==> src/rtl/muldiv_iter_if.sv <==
// Handshake bundle between execute and the iterative multiply/divide unit.
// master = issuing stage, slave = muldiv_iter.
interface muldiv_iter_if #(
   parameter int WIDTH = 32
);
   logic             in_valid;
   logic             in_ready;
   logic [1:0]       op;
   logic [WIDTH-1:0] a;
   logic [WIDTH-1:0] b;
   logic             flush;
   logic             out_valid;
   logic             out_ready;
   logic [WIDTH-1:0] hi;
   logic [WIDTH-1:0] lo;
   logic             busy;

   modport master (
      output in_valid, op, a, b, flush, out_ready,
      input  in_ready, out_valid, hi, lo, busy
   );

   modport slave (
      input  in_valid, op, a, b, flush, out_ready,
      output in_ready, out_valid, hi, lo, busy
   );
endinterface

==> src/rtl/muldiv_iter.sv <==
// Iterative MULT/MULTU/DIV/DIVU: one bit per cycle, result WIDTH cycles after accept (divide-by-zero: next cycle).
// Accepts only in IDLE; result is held in DONE until out_ready, flush aborts to IDLE from any state.
module muldiv_iter #(
   parameter int WIDTH = 32
) (
   input logic           clk,
   input logic           resetn,
   muldiv_iter_if.slave  bus
);
   localparam int CW = $clog2(WIDTH + 1);

   typedef enum logic [1:0] {IDLE, MUL, DIV, DONE} state_t;

   state_t             state;
   logic [CW-1:0]      cnt;
   logic [WIDTH-1:0]   abs_b;
   logic [2*WIDTH-1:0] acc;      // MUL: {partial product, multiplier}; DIV: low half holds dividend/quotient
   logic [WIDTH:0]     rem;
   logic               neg_q;
   logic               neg_r;
   logic [WIDTH-1:0]   hi_q;
   logic [WIDTH-1:0]   lo_q;
   logic               out_valid_q;
   logic               busy_q;

   logic               sign_a;
   logic               sign_b;
   logic [WIDTH-1:0]   abs_a_in;
   logic [WIDTH-1:0]   abs_b_in;
   logic [WIDTH:0]     mul_sum;
   logic [2*WIDTH-1:0] mul_next;
   logic [2*WIDTH-1:0] prod_fix;
   logic [WIDTH+1:0]   div_diff;
   logic               div_ok;
   logic [WIDTH:0]     rem_next;
   logic [WIDTH-1:0]   quo_next;
   logic [WIDTH-1:0]   quo_fix;
   logic [WIDTH-1:0]   rem_fix;
   logic               last_iter;

   always_comb begin
      sign_a   = ~bus.op[0] & bus.a[WIDTH-1];
      sign_b   = ~bus.op[0] & bus.b[WIDTH-1];
      abs_a_in = sign_a ? -bus.a : bus.a;
      abs_b_in = sign_b ? -bus.b : bus.b;

      mul_sum  = {1'b0, acc[2*WIDTH-1:WIDTH]} + {1'b0, (acc[0] ? abs_b : {WIDTH{1'b0}})};
      mul_next = {mul_sum, acc[WIDTH-1:1]};
      prod_fix = neg_q ? -mul_next : mul_next;

      // Restoring step: remainder stays below the divisor, so rem[WIDTH] is always 0 here.
      div_diff = {rem, acc[WIDTH-1]} - {2'b00, abs_b};
      div_ok   = ~div_diff[WIDTH+1];
      rem_next = div_ok ? div_diff[WIDTH:0] : {rem[WIDTH-1:0], acc[WIDTH-1]};
      quo_next = {acc[WIDTH-2:0], div_ok};
      quo_fix  = neg_q ? -quo_next : quo_next;
      rem_fix  = neg_r ? -rem_next[WIDTH-1:0] : rem_next[WIDTH-1:0];

      last_iter = (cnt == CW'(1));
   end

   always_ff @(posedge clk or negedge resetn) begin
      if (!resetn) begin
         state       <= IDLE;
         cnt         <= '0;
         abs_b       <= '0;
         acc         <= '0;
         rem         <= '0;
         neg_q       <= 1'b0;
         neg_r       <= 1'b0;
         hi_q        <= '0;
         lo_q        <= '0;
         out_valid_q <= 1'b0;
         busy_q      <= 1'b0;
      end else if (bus.flush) begin
         state       <= IDLE;
         out_valid_q <= 1'b0;
         busy_q      <= 1'b0;
      end else begin
         case (state)
            IDLE: begin
               if (bus.in_valid) begin
                  abs_b <= abs_b_in;
                  acc   <= {{WIDTH{1'b0}}, abs_a_in};
                  rem   <= '0;
                  cnt   <= CW'(WIDTH);
                  neg_q <= sign_a ^ sign_b;
                  neg_r <= sign_a;
                  if (!bus.op[1]) begin
                     state  <= MUL;
                     busy_q <= 1'b1;
                  end else if (bus.b != '0) begin
                     state  <= DIV;
                     busy_q <= 1'b1;
                  end else begin
                     state       <= DONE;
                     out_valid_q <= 1'b1;
                     hi_q        <= bus.a;
                     lo_q        <= '1;
                  end
               end
            end
            MUL: begin
               acc <= mul_next;
               cnt <= cnt - CW'(1);
               if (last_iter) begin
                  hi_q        <= prod_fix[2*WIDTH-1:WIDTH];
                  lo_q        <= prod_fix[WIDTH-1:0];
                  state       <= DONE;
                  busy_q      <= 1'b0;
                  out_valid_q <= 1'b1;
               end
            end
            DIV: begin
               acc[WIDTH-1:0] <= quo_next;
               rem            <= rem_next;
               cnt            <= cnt - CW'(1);
               if (last_iter) begin
                  hi_q        <= rem_fix;
                  lo_q        <= quo_fix;
                  state       <= DONE;
                  busy_q      <= 1'b0;
                  out_valid_q <= 1'b1;
               end
            end
            DONE: begin
               if (bus.out_ready) begin
                  state       <= IDLE;
                  out_valid_q <= 1'b0;
               end
            end
            default: state <= IDLE;
         endcase
      end
   end

   assign bus.in_ready  = (state == IDLE);
   assign bus.out_valid = out_valid_q;
   assign bus.busy      = busy_q;
   assign bus.hi        = hi_q;
   assign bus.lo        = lo_q;
endmodule

==> src/flat_wrapper.sv <==
// flat-port wrapper written by rule: the top's interface ports become plain ports
module muldiv_iter_flat 
#(
   parameter int WIDTH = 32
)
  (clk, resetn, bus_in_valid, bus_op, bus_a, bus_b, bus_flush, bus_out_ready, bus_in_ready, bus_out_valid, bus_hi, bus_lo, bus_busy);
  muldiv_iter_if #(.WIDTH(WIDTH)) bus_i ();
  input logic clk;
  input logic resetn;
  input wire logic [$bits(bus_i.in_valid)-1:0] bus_in_valid;
  input wire logic [$bits(bus_i.op)-1:0] bus_op;
  input wire logic [$bits(bus_i.a)-1:0] bus_a;
  input wire logic [$bits(bus_i.b)-1:0] bus_b;
  input wire logic [$bits(bus_i.flush)-1:0] bus_flush;
  input wire logic [$bits(bus_i.out_ready)-1:0] bus_out_ready;
  output wire logic [$bits(bus_i.in_ready)-1:0] bus_in_ready;
  output wire logic [$bits(bus_i.out_valid)-1:0] bus_out_valid;
  output wire logic [$bits(bus_i.hi)-1:0] bus_hi;
  output wire logic [$bits(bus_i.lo)-1:0] bus_lo;
  output wire logic [$bits(bus_i.busy)-1:0] bus_busy;
  assign bus_i.in_valid = bus_in_valid;
  assign bus_i.op = bus_op;
  assign bus_i.a = bus_a;
  assign bus_i.b = bus_b;
  assign bus_i.flush = bus_flush;
  assign bus_i.out_ready = bus_out_ready;
  assign bus_in_ready = bus_i.in_ready;
  assign bus_out_valid = bus_i.out_valid;
  assign bus_hi = bus_i.hi;
  assign bus_lo = bus_i.lo;
  assign bus_busy = bus_i.busy;
  muldiv_iter #(.WIDTH(WIDTH)) u_core (.clk(clk), .resetn(resetn), .bus(bus_i));
endmodule
==> config.mk <==
export PLATFORM = sky130hd
export DESIGN_NAME = muldiv_iter_flat
export DESIGN_NICKNAME = d
export VERILOG_FILES = /design/src/rtl/muldiv_iter_if.sv /design/src/rtl/muldiv_iter.sv /design/src/flat_wrapper.sv
export SDC_FILE = /design/constraint.sdc
export NUM_CORES = 1
export LEC_CHECK = 0
export ABC_CLOCK_PERIOD_IN_PS = 6500
export CAP_MARGIN = 20
export CORE_MARGIN = 8
export CORE_UTILIZATION = 46
export DETAILED_ROUTE_END_ITERATION = 12
export GPL_ROUTABILITY_DRIVEN = 0
export PLACE_DENSITY_LB_ADDON = 0.15
export SKIP_CTS_REPAIR_TIMING = 1
export SYNTH_ARGS = -nofsm -noshare
export SYNTH_HDL_FRONTEND = slang
export SYNTH_SLANG_ARGS = --single-unit
==> constraint.sdc <==
create_clock -name clk -period 6.5 [get_ports clk]
set_clock_uncertainty 0.2 [all_clocks]
set_input_delay 0.65 -clock clk [delete_from_list [all_inputs] [get_ports clk]]
set_output_delay 0.65 -clock clk [all_outputs]
set_load 0.01 [all_outputs]
=== Word level (Yosys, flattened, before mapping) ===
Index checks and enable logic that the tools add are counted.

* Output and inout port bits: 67
* Register bits: 205
* Input bits: 71
* Word-level logic and storage cells: 104

* Reductions and logical operators: 17
* $add $sub $neg: 8
* Eq/ne operators: 15
* Multiplexer cells: 46
* Bitwise gates (word level): 6

{| class="wikitable"
|+ Operators with widths
! cell !! count
|-
| $mux W32 || 15
|-
| $pmux W32 S3 || 3
|-
| $mux W64 || 2
|-
| $neg A32 Y32 || 4
|-
| $mux W33 || 2
|-
| $pmux W33 S2 || 1
|-
| $neg A64 Y64 || 1
|-
| $pmux W32 S2 || 1
|-
| $sub A34 B32 Y34 || 1
|-
| $add A32 B32 Y33 || 1
|-
| $reduce_bool A32 Y1 || 1
|-
| $reduce_and A3 Y1 || 6
|-
| $mux W1 || 12
|-
| $ne A3 B3 Y1 const B || 4
|-
| $pmux W6 S2 || 1
|-
| $mux W2 || 5
|-
| $reduce_and A7 Y1 || 1
|-
| $eq A6 B1 Y1 const B || 1
|-
| $mux W6 || 1
|-
| $ne A2 B2 Y1 const B || 3
|-
| $pmux W2 S3 || 1
|-
| $reduce_bool A2 Y1 || 3
|-
| $reduce_bool A3 Y1 || 2
|-
| $sub A6 B1 Y6 const B || 1
|-
| 14 further kinds || 19
|}

=== Longest topological paths before layout ===
Gate-level depths: netlist (run 1).

* Depth in word-level cells: 6
* Mapped depth: 25
* Mapped depth without buffers: 21

=== Least setup slack after synthesis (run 1) ===
No wires, ideal clock.

* Path type: reg2reg
* Start: reg u_core.rem[23]
* End: reg u_core.hi_q[26] (netlist: u_core.bus.hi[26])
* Library setup time: 0.131 ns
* Required time: 6.169 ns
* Path buffers: 4
* Data arrival time: 4.738 ns
* Period minus slack after synthesis: 5.068 ns
* Stages on the path, launching flop included: 24
* Setup slack: 1.432 ns
* Path through: dfrtp_1 ha_1 buf_2 nand2_1 nor2_1 a211oi_2 o31ai_1 o31a_4 nor2_8 inv_2 clkbuf_1 clkbuf_1 mux2i_1 ha_1 nand4b_1 nor2_1 o21ai_1 o31a_1 or2_1 buf_2 o31ai_1 xor2_1 a221oi_1 nor3_1

* Word-level cells in the longest chain between the ends: 6

{| class="wikitable"
|+ Ends and longest elaborated chain
! element !! line !! text
|-
| start, declared || muldiv_iter.sv:18 || <nowiki>logic [WIDTH:0] rem;</nowiki>
|-
| start signal, assigned || muldiv_iter.sv:116 || <nowiki>rem <= rem_next;</nowiki>
|-
| $sub A34 B32 Y34 || muldiv_iter.sv:52 || <nowiki>div_diff = {rem, acc[WIDTH-1]} - {2'b00, abs_b};</nowiki>
|-
| $mux W33 * || muldiv_iter.sv:54 || <nowiki>rem_next = div_ok ? div_diff[WIDTH:0] : {rem[WIDTH-1:0], acc[WIDTH-1]};</nowiki>
|-
| $neg A32 Y32 || muldiv_iter.sv:57 || <nowiki>rem_fix = neg_r ? -rem_next[WIDTH-1:0] : rem_next[WIDTH-1:0];</nowiki>
|-
| $mux W32 * || muldiv_iter.sv:57 ||
|-
| $mux W32 * || muldiv_iter.sv:118 || <nowiki>if (last_iter) begin</nowiki>
|-
| $pmux W32 S3 * || muldiv_iter.sv:80 || <nowiki>case (state)</nowiki>
|-
| end signal, assigned || muldiv_iter.sv:98 || <nowiki>hi_q <= bus.a;</nowiki>
|-
| end signal, assigned || muldiv_iter.sv:107 || <nowiki>hi_q <= prod_fix[2*WIDTH-1:WIDTH];</nowiki>
|-
| end signal, assigned || muldiv_iter.sv:119 || <nowiki>hi_q <= rem_fix;</nowiki>
|-
| end, declared || muldiv_iter.sv:21 || <nowiki>logic [WIDTH-1:0] hi_q;</nowiki>
|}

Every way passes the cells marked *; elsewhere a longest branch is shown, timed or not. The select of a mux whose other input is x is not followed.
A chain may end at the register's enable or synchronous reset.

=== Worst setup path after layout (run 1) ===
* Start: reg u_core.rem[24]
* End: reg u_core.hi_q[14] (netlist: u_core.bus.hi[14])

* Word-level cells in the longest chain between the ends: 6

{| class="wikitable"
|+ Ends and longest elaborated chain
! element !! line
|-
| $sub A34 B32 Y34 * || muldiv_iter.sv:52
|-
| $mux W33 * || muldiv_iter.sv:54
|-
| $neg A32 Y32 || muldiv_iter.sv:57
|-
| $mux W32 * || muldiv_iter.sv:57
|-
| $mux W32 * || muldiv_iter.sv:118
|-
| $pmux W32 S3 * || muldiv_iter.sv:80
|}

Marked as above.

==> results of run 1 <==
[state kept, by name, summed over array words and instances (netlist names), 2 cells and up]
| register | cells |
|---|---|
| u_core.cnt | 6 |
| u_core.rem | 33 |
| u_core.state | 2 |
| u_core.bus.lo | 32 |
| u_core.abs_b | 32 |
| u_core.acc | 64 |
| u_core.bus.hi | 32 |
[critical path: stages (launching register included)]
cell and delay, ns:
dfrtp_1 0.43, ha_1 0.49, nand4_1 0.23, nor4_1 0.54, nand2_1 0.10, a21oi_1 0.41
o31a_4 0.35, nor2_8 0.06, inv_2 0.16, nor2_1 0.06, a21oi_1 0.42, ha_1 0.35
nand4b_1 0.17, nor2_1 0.11, o21ai_1 0.07, o31a_1 0.17, o21ai_0 0.24, xor2_1 0.34
a22oi_1 0.16, a211oi_1 0.63, a21o_1 0.14
[stage by stage]
stage                     power [mW]  instance area (µm²)  setup WS (ns)
after floorplan                 8.74                17900           1.43
after global placement          11.4                19500          0.484
after detailed placement        11.5                19500          0.506
after CTS                       13.1                20400          0.480
after global routing            14.2                20400          0.314
final                           13.3                20400          0.565
[power groups by stage]
stage	Sequential, mW	Combinational (mW)	Clock (mW)
4_1_cts	2.40	9.15	1.57
6_report	2.41	9.31	1.54
2_1_floorplan	2.20	6.53	0
3_5_place_dp	2.42	9.10	0
5_1_grt	2.48	10.1	1.61
3_3_place_gp	2.40	9.00	0
[kinds of logic after synthesis]
logic type                 after synthesis  synth area share
xor gates and xnor gates               221             0.108
muxes                                   37            0.0212
buffers and inverters                  245            0.0536
DFF                                    205             0.286
and+or+nand+nor                        786             0.209
AOI/OAI and AO/OA                      704             0.267
adders and majority gates               77            0.0546
[layer usage]
metal / wire length, µm / track usage
met1: 26500 / 0.355
met4: 3360 / 0.138
met5: 0 / 0
met3: 4040 / 0.0314
met2: 28100 / 0.426
[cell usage after synthesis, types with 6 or more instances]
cell type  number  share of area
a2111o_1        6         0.0038
a21boi_0        9         0.0038
and3_1         22         0.0077
or3_1          19         0.0066
mux2i_1        29          0.016
a22oi_1        14         0.0059
inv_1          75          0.016
o31ai_1        82          0.034
dfrtp_1       205           0.29
nand4_1        16         0.0056
buf_1          11         0.0023
a21oi_1       115          0.032
or2_2          15         0.0052
a221o_1         6         0.0034
a221oi_1       70          0.034
xnor2_1       140          0.068
a31oi_1        18         0.0063
nor4_1         16         0.0056
o31a_1          7         0.0034
o21a_1         13         0.0054
nand2b_1       21         0.0073
or4_1          15         0.0063
clkbuf_1      140          0.029
o22ai_1         7         0.0024
and2_1         14         0.0049
a311oi_1        7         0.0034
ha_1           75          0.052
xor2_1         81          0.040
nand2_1       281          0.059
nor3_1         53          0.015
o41ai_1        14         0.0068
a211oi_1       14         0.0059
a21o_1         33          0.014
buf_2          12         0.0034
o211ai_1       19         0.0080
mux2_2          8         0.0050
nor2b_1         8         0.0028
o21ai_1        15         0.0042
a31o_2          7         0.0034
nor2_1        188          0.039
o21ai_0       190          0.053
nand3_1        81          0.023
[layout by cell type, fill, tap and decap left out, drive strengths merged, types with 53 or more instances in the layout]
master / n
a21oi: 115
a221oi: 71
clkdlybuf4s50: 136
dfrtp: 205
ha: 75
inv: 78
nand2: 281
nand3: 81
nor2: 189
nor3: 53
o21ai: 206
o31ai: 83
xnor2: 140
xor2: 81
[area by class of cell]
class / instances / area (µm²)
Multi-Input combinational cell: 1825 / 11900
Tap cell: 518 / 648
Clock buffer: 33 / 727
Clock inverter: 15 / 179
Inverter: 78 / 293
Fill cell: 3789 / 18100
Sequential cell: 205 / 5130
Timing Repair Buffer: 164 / 1590
[path summary, 6_finish.rpt]
kind,endpoint,cells after the start
max,u_core.bus.hi[14],20
min,u_core.bus.hi[4],1
max reg2reg,u_core.bus.hi[14],20
min reg2reg,u_core.bus.hi[6],1
max in group asynchronous,u_core.bus.out_valid,2
min in group clk,u_core.bus.hi[6],1
==> impl_metrics.json, run 1 <==
{
  "status": "finished with violations",
  "violations": "negative hold slack",
  "nNetsFinal": 2448,
  "h-tree-depth": 1,
  "fmaxAchievable_mhz": 168,
  "die_x_um": 213,
  "tritoncts": "yes",
  "finalCritPeriodShare": 0.913,
  "diodes": 0,
  "cts_root_buffer": "clkbuf_16",
  "postSynth.asyncResetShare": 1.00,
  "drive_above_1_share": 0.0599,
  "synth_edf_count": 0,
  "cts.sinks": 205,
  "finalSetupTns_ns": 0,
  "ys_warn_count": 0,
  "cts_made_buffers": 26,
  "start_util": 0.465,
  "crit_start": "u_core.rem[24]",
  "r2r_slack_ns": 0.57,
  "required_ns": 6.79,
  "peakVddDrop_mv": 0.342,
  "grt_pass1_wl_um": 97800,
  "wl_um": 62100,
  "final_util": 0.530,
  "p_leak_nw": 8.69,
  "io_pins": 138,
  "routedWlPerCell_um": 21.9,
  "dp_cells": 2789,
  "drc_errors": 0,
  "grt_pass1_vias": 17000,
  "pwr-share-clk": 0.116,
  "tightestPinTransition_ns": 1.04,
  "postSynthAreaPerCell_um2": 7.88,
  "switching_share": 0.533,
  "p_switching_mw": 7.07,
  "port_buffers": 137,
  "dieArea_mm2": 0.0455,
  "core_area_mm2": 0.0386,
  "drt_iter0_drc": 1776,
  "drt_pass1_iterations": 6,
  "p_int_mw": 6.19,
  "fp.dieH_um": 213,
  "synth_nets": 2423,
  "grt_usage": 0.267,
  "synth_cells": 2275,
  "grt_max_degree": 134,
  "antenna_found_initial": 0,
  "clock_latency_ns": 0.57,
  "maxCapViolations": 0,
  "vias_per_cell": 6.31,
  "min_period_ns": 5.93,
  "fin_cells": 2838,
  "combPwrFrac": 0.702,
  "synth_cell_types": 87,
  "whs_ns": -0.0248,
  "pwr-share-seq": 0.182,
  "clk_pin_slew_worst_paths_ns": 0.06,
  "synthFlopType": "dfrtp_1",
  "vias": 17900,
  "grt-ovfl-total": 0,
  "rows": 72,
  "syn_area_mm2": 0.0179,
  "hold_viol": 11,
  "ys_seq_area_frac": 0.286,
  "crit_arrival_ns": 6.22,
  "rr_startpoint": "u_core.rem[24]",
  "cp-end-kind": "flip-flop",
  "rsz0062_at_grt": "false",
  "path_class": "flip-flop to flip-flop",
  "drv_slew": 0,
  "setup_viol": 0,
  "ys_seq_elements": 205,
  "slew_headroom": 0.310,
  "dp_hpwl_um": 46000,
  "p_per_area_mw_per_mm2": 648,
  "ant_nets": 0,
  "clk_path_buf_depth": 3,
  "worstHoldPathType": "primary input to asynchronous set/reset pin",
  "path_max_fanout": 14,
  "startpoint_type": "flip-flop",
  "area_growth_pct": 14.1
}
Power figures use the tool's default switching activity.
==> run 2, diff against run 1 <==
--- a/config.mk
+++ b/config.mk
@@ -10,6 +10,7 @@
 export CORE_MARGIN = 8
 export CORE_UTILIZATION = 46
 export DETAILED_ROUTE_END_ITERATION = 12
+export DONT_BUFFER_PORTS = 1
 export GPL_ROUTABILITY_DRIVEN = 0
 export PLACE_DENSITY_LB_ADDON = 0.15
 export SKIP_CTS_REPAIR_TIMING = 1
==> run 2 against run 1 <==
The run still ends with negative hold slack left; global-route usage is 0.47 points lower; combinational power is 6.3% lower; die area stayed put; register-to-register slack worse by 0.10 ns; total power is 2.9% lower; critical endpoint is now u_core.bus.hi[20]; highest routed layer unchanged.
==> impl_metrics.json, run 2 (synthesis gave the netlist of run 1 again) <==
{
  "finalCritPeriodShare": 0.929,
  "clock_latency_ns": 0.56,
  "dieArea_mm2": 0.0455,
  "slew_headroom": 0.271,
  "required_ns": 6.73,
  "cts_root_buffer": "clkbuf_16",
  "p_per_area_mw_per_mm2": 672,
  "peakVddDrop_mv": 0.442,
  "dp_hpwl_um": 46000,
  "wl_um": 61300,
  "cp_common_cell": "o21ai_1",
  "rows": 72,
  "grt_max_degree": 206,
  "cts_made_buffers": 27,
  "drt_iter0_drc": 1593,
  "area_growth_pct": 6.95,
  "crit_path_max_incr_delay_ns": 0.86,
  "tritoncts": "yes",
  "crit_chain": "ha_1 > o211a_1 > o31a_1 > o2111ai_1 > a21oi_1 > nor4_4 > nor2_8 > inv_2 > nor2_1 > a21oi_1 > ha_1 > nand4b_1 > nor2_1 > o21ai_1 > o31a_1 > or2_1 > o21ai_1 > xor2_1 > a221oi_1 > o21ai_1",
  "drv_slew": 0,
  "start_util": 0.465,
  "min_period_ns": 6.04,
  "drt_pass1_iterations": 5,
  "grt_pass1_wl_um": 95400,
  "rsz0062_at_grt": "false",
  "regMostFlops": "u_core.acc",
  "port_buffers": 0,
  "routedWlPerCell_um": 22.7,
  "clk_path_buf_depth": 3,
  "grt_usage": 0.263,
  "drc_errors": 0,
  "dp_cells": 2656,
  "cp_num_buf_inv": 1,
  "nNetsFinal": 2318,
  "ant_nets": 0,
  "h-tree-depth": 1,
  "path_max_fanout": 14,
  "cpLargestDelayFamily": "compound AO/OA/AOI/OAI gates",
  "r2r_cells": 20,
  "rr_startpoint": "u_core.rem[1]",
  "vias_per_cell": 6.36,
  "die_x_um": 213,
  "reg_top3": "u_core.acc (64), u_core.rem (33)",
  "core_area_mm2": 0.0386,
  "worstHoldPathType": "primary input to asynchronous set/reset pin",
  "pwr-share-seq": 0.200,
  "p_leak_nw": 8.19,
  "cts.sinks": 205,
  "most-common-layout-cells": "nand2_1 (280), dfrtp_1 (204), o21ai_0 (190)",
  "diodes": 0,
  "finalSetupTns_ns": 0,
  "drive_above_1_share": 0.0648,
  "r2r_slack_ns": 0.46,
  "regToRegEndpoint": "u_core.bus.hi[20]",
  "combPwrFrac": 0.677,
  "hold_viol": 4,
  "cp-end-kind": "flip-flop",
  "fin_cells": 2708,
  "crit_arrival_ns": 6.26,
  "tightestPinTransition_ns": 1.08,
  "status": "finished with violations",
  "path_class": "flip-flop to flip-flop",
  "mostFrequentLayoutCell": "nand2_1",
  "violations": "negative hold slack",
  "clk_pin_slew_worst_paths_ns": 0.06,
  "p_int_mw": 5.90,
  "whs_ns": -0.00572,
  "largest_reg_flops": 64,
  "vias": 17200,
  "io_pins": 138,
  "switching_share": 0.542,
  "worst_path_max_delay_cell": "nor4_4",
  "fp.dieH_um": 213,
  "antenna_found_initial": 0,
  "fmaxAchievable_mhz": 166,
  "p_switching_mw": 6.98,
  "pwr-share-clk": 0.123,
  "maxCapViolations": 0,
  "total_power_mw": 12.9,
  "startpoint_type": "flip-flop",
  "setup_viol": 0,
  "grt-ovfl-total": 0,
  "grt_pass1_vias": 16400
}
run 2: cell count changes in the layout (fill, tap and decap cells not counted), moves of 2 or more:
cell / delta
clkdlybuf4s50_1: -136
buf_4: +5
clkinvlp_4: +2
clkbuf_8: +2
dlygate4sd3_1: +2
run 2: power groups by stage:
stage,sequential [mW],clock (mW),combinational [mW]
2_1_floorplan,2.20,0,6.53
3_3_place_gp,2.57,0,8.43
3_5_place_dp,2.59,0,8.53
4_1_cts,2.57,1.62,8.56
5_1_grt,2.66,1.67,9.50
6_report,2.57,1.58,8.72
run 2: how the worst max path moves through the flow:
stage | start | end | slack [ns] | depth (start not counted)
5_1_grt | u_core.rem[1] | u_core.bus.hi[20] | 0.16 | 20
2_1_floorplan | u_core.rem[23] | u_core.bus.hi[26] | 1.43 | 23
6_report | u_core.rem[1] | u_core.bus.hi[20] | 0.46 | 20
3_3_place_gp | u_core.acc[31] | u_core.bus.hi[20] | 0.67 | 21
4_1_cts | u_core.rem[1] | u_core.bus.hi[20] | 0.55 | 20
3_5_place_dp | u_core.rem[1] | u_core.bus.hi[20] | 0.58 | 20
run 2: routing by layer:
layer	wire (µm)	part of all wire	global-route usage
met3	4320	0.070	0.0446
met2	27700	0.45	0.420
met1	26200	0.43	0.344
met4	3080	0.050	0.126
met5	0	0	0
run 2: per-stage QoR:
| stage | area [µm²] | worst slack, ns | util | hold WS (ns) |
|---|---|---|---|---|
| 2_1_floorplan | 17900 | 1.43 | - | 0.154 |
| 3_3_place_gp | 18200 | 0.674 | 0.471 | 0.175 |
| 3_5_place_dp | 18200 | 0.579 | 0.471 | 0.173 |
| 4_1_cts | 19100 | 0.551 | 0.496 | -0.426 |
| 5_1_grt | 19200 | 0.157 | 0.497 | 0.0340 |
| 6_report | 19200 | 0.461 | 0.497 | -0.00572 |
run 2: layout make-up:
class / count / area, µm²
well taps: 518 / 648
clock inverters: 13 / 155
flip-flops and latches: 205 / 5130
clock buffers: 36 / 790
fillers: 3871 / 19400
inverters: 78 / 293
multi-input cells: 1825 / 11900
repair buffers: 33 / 273
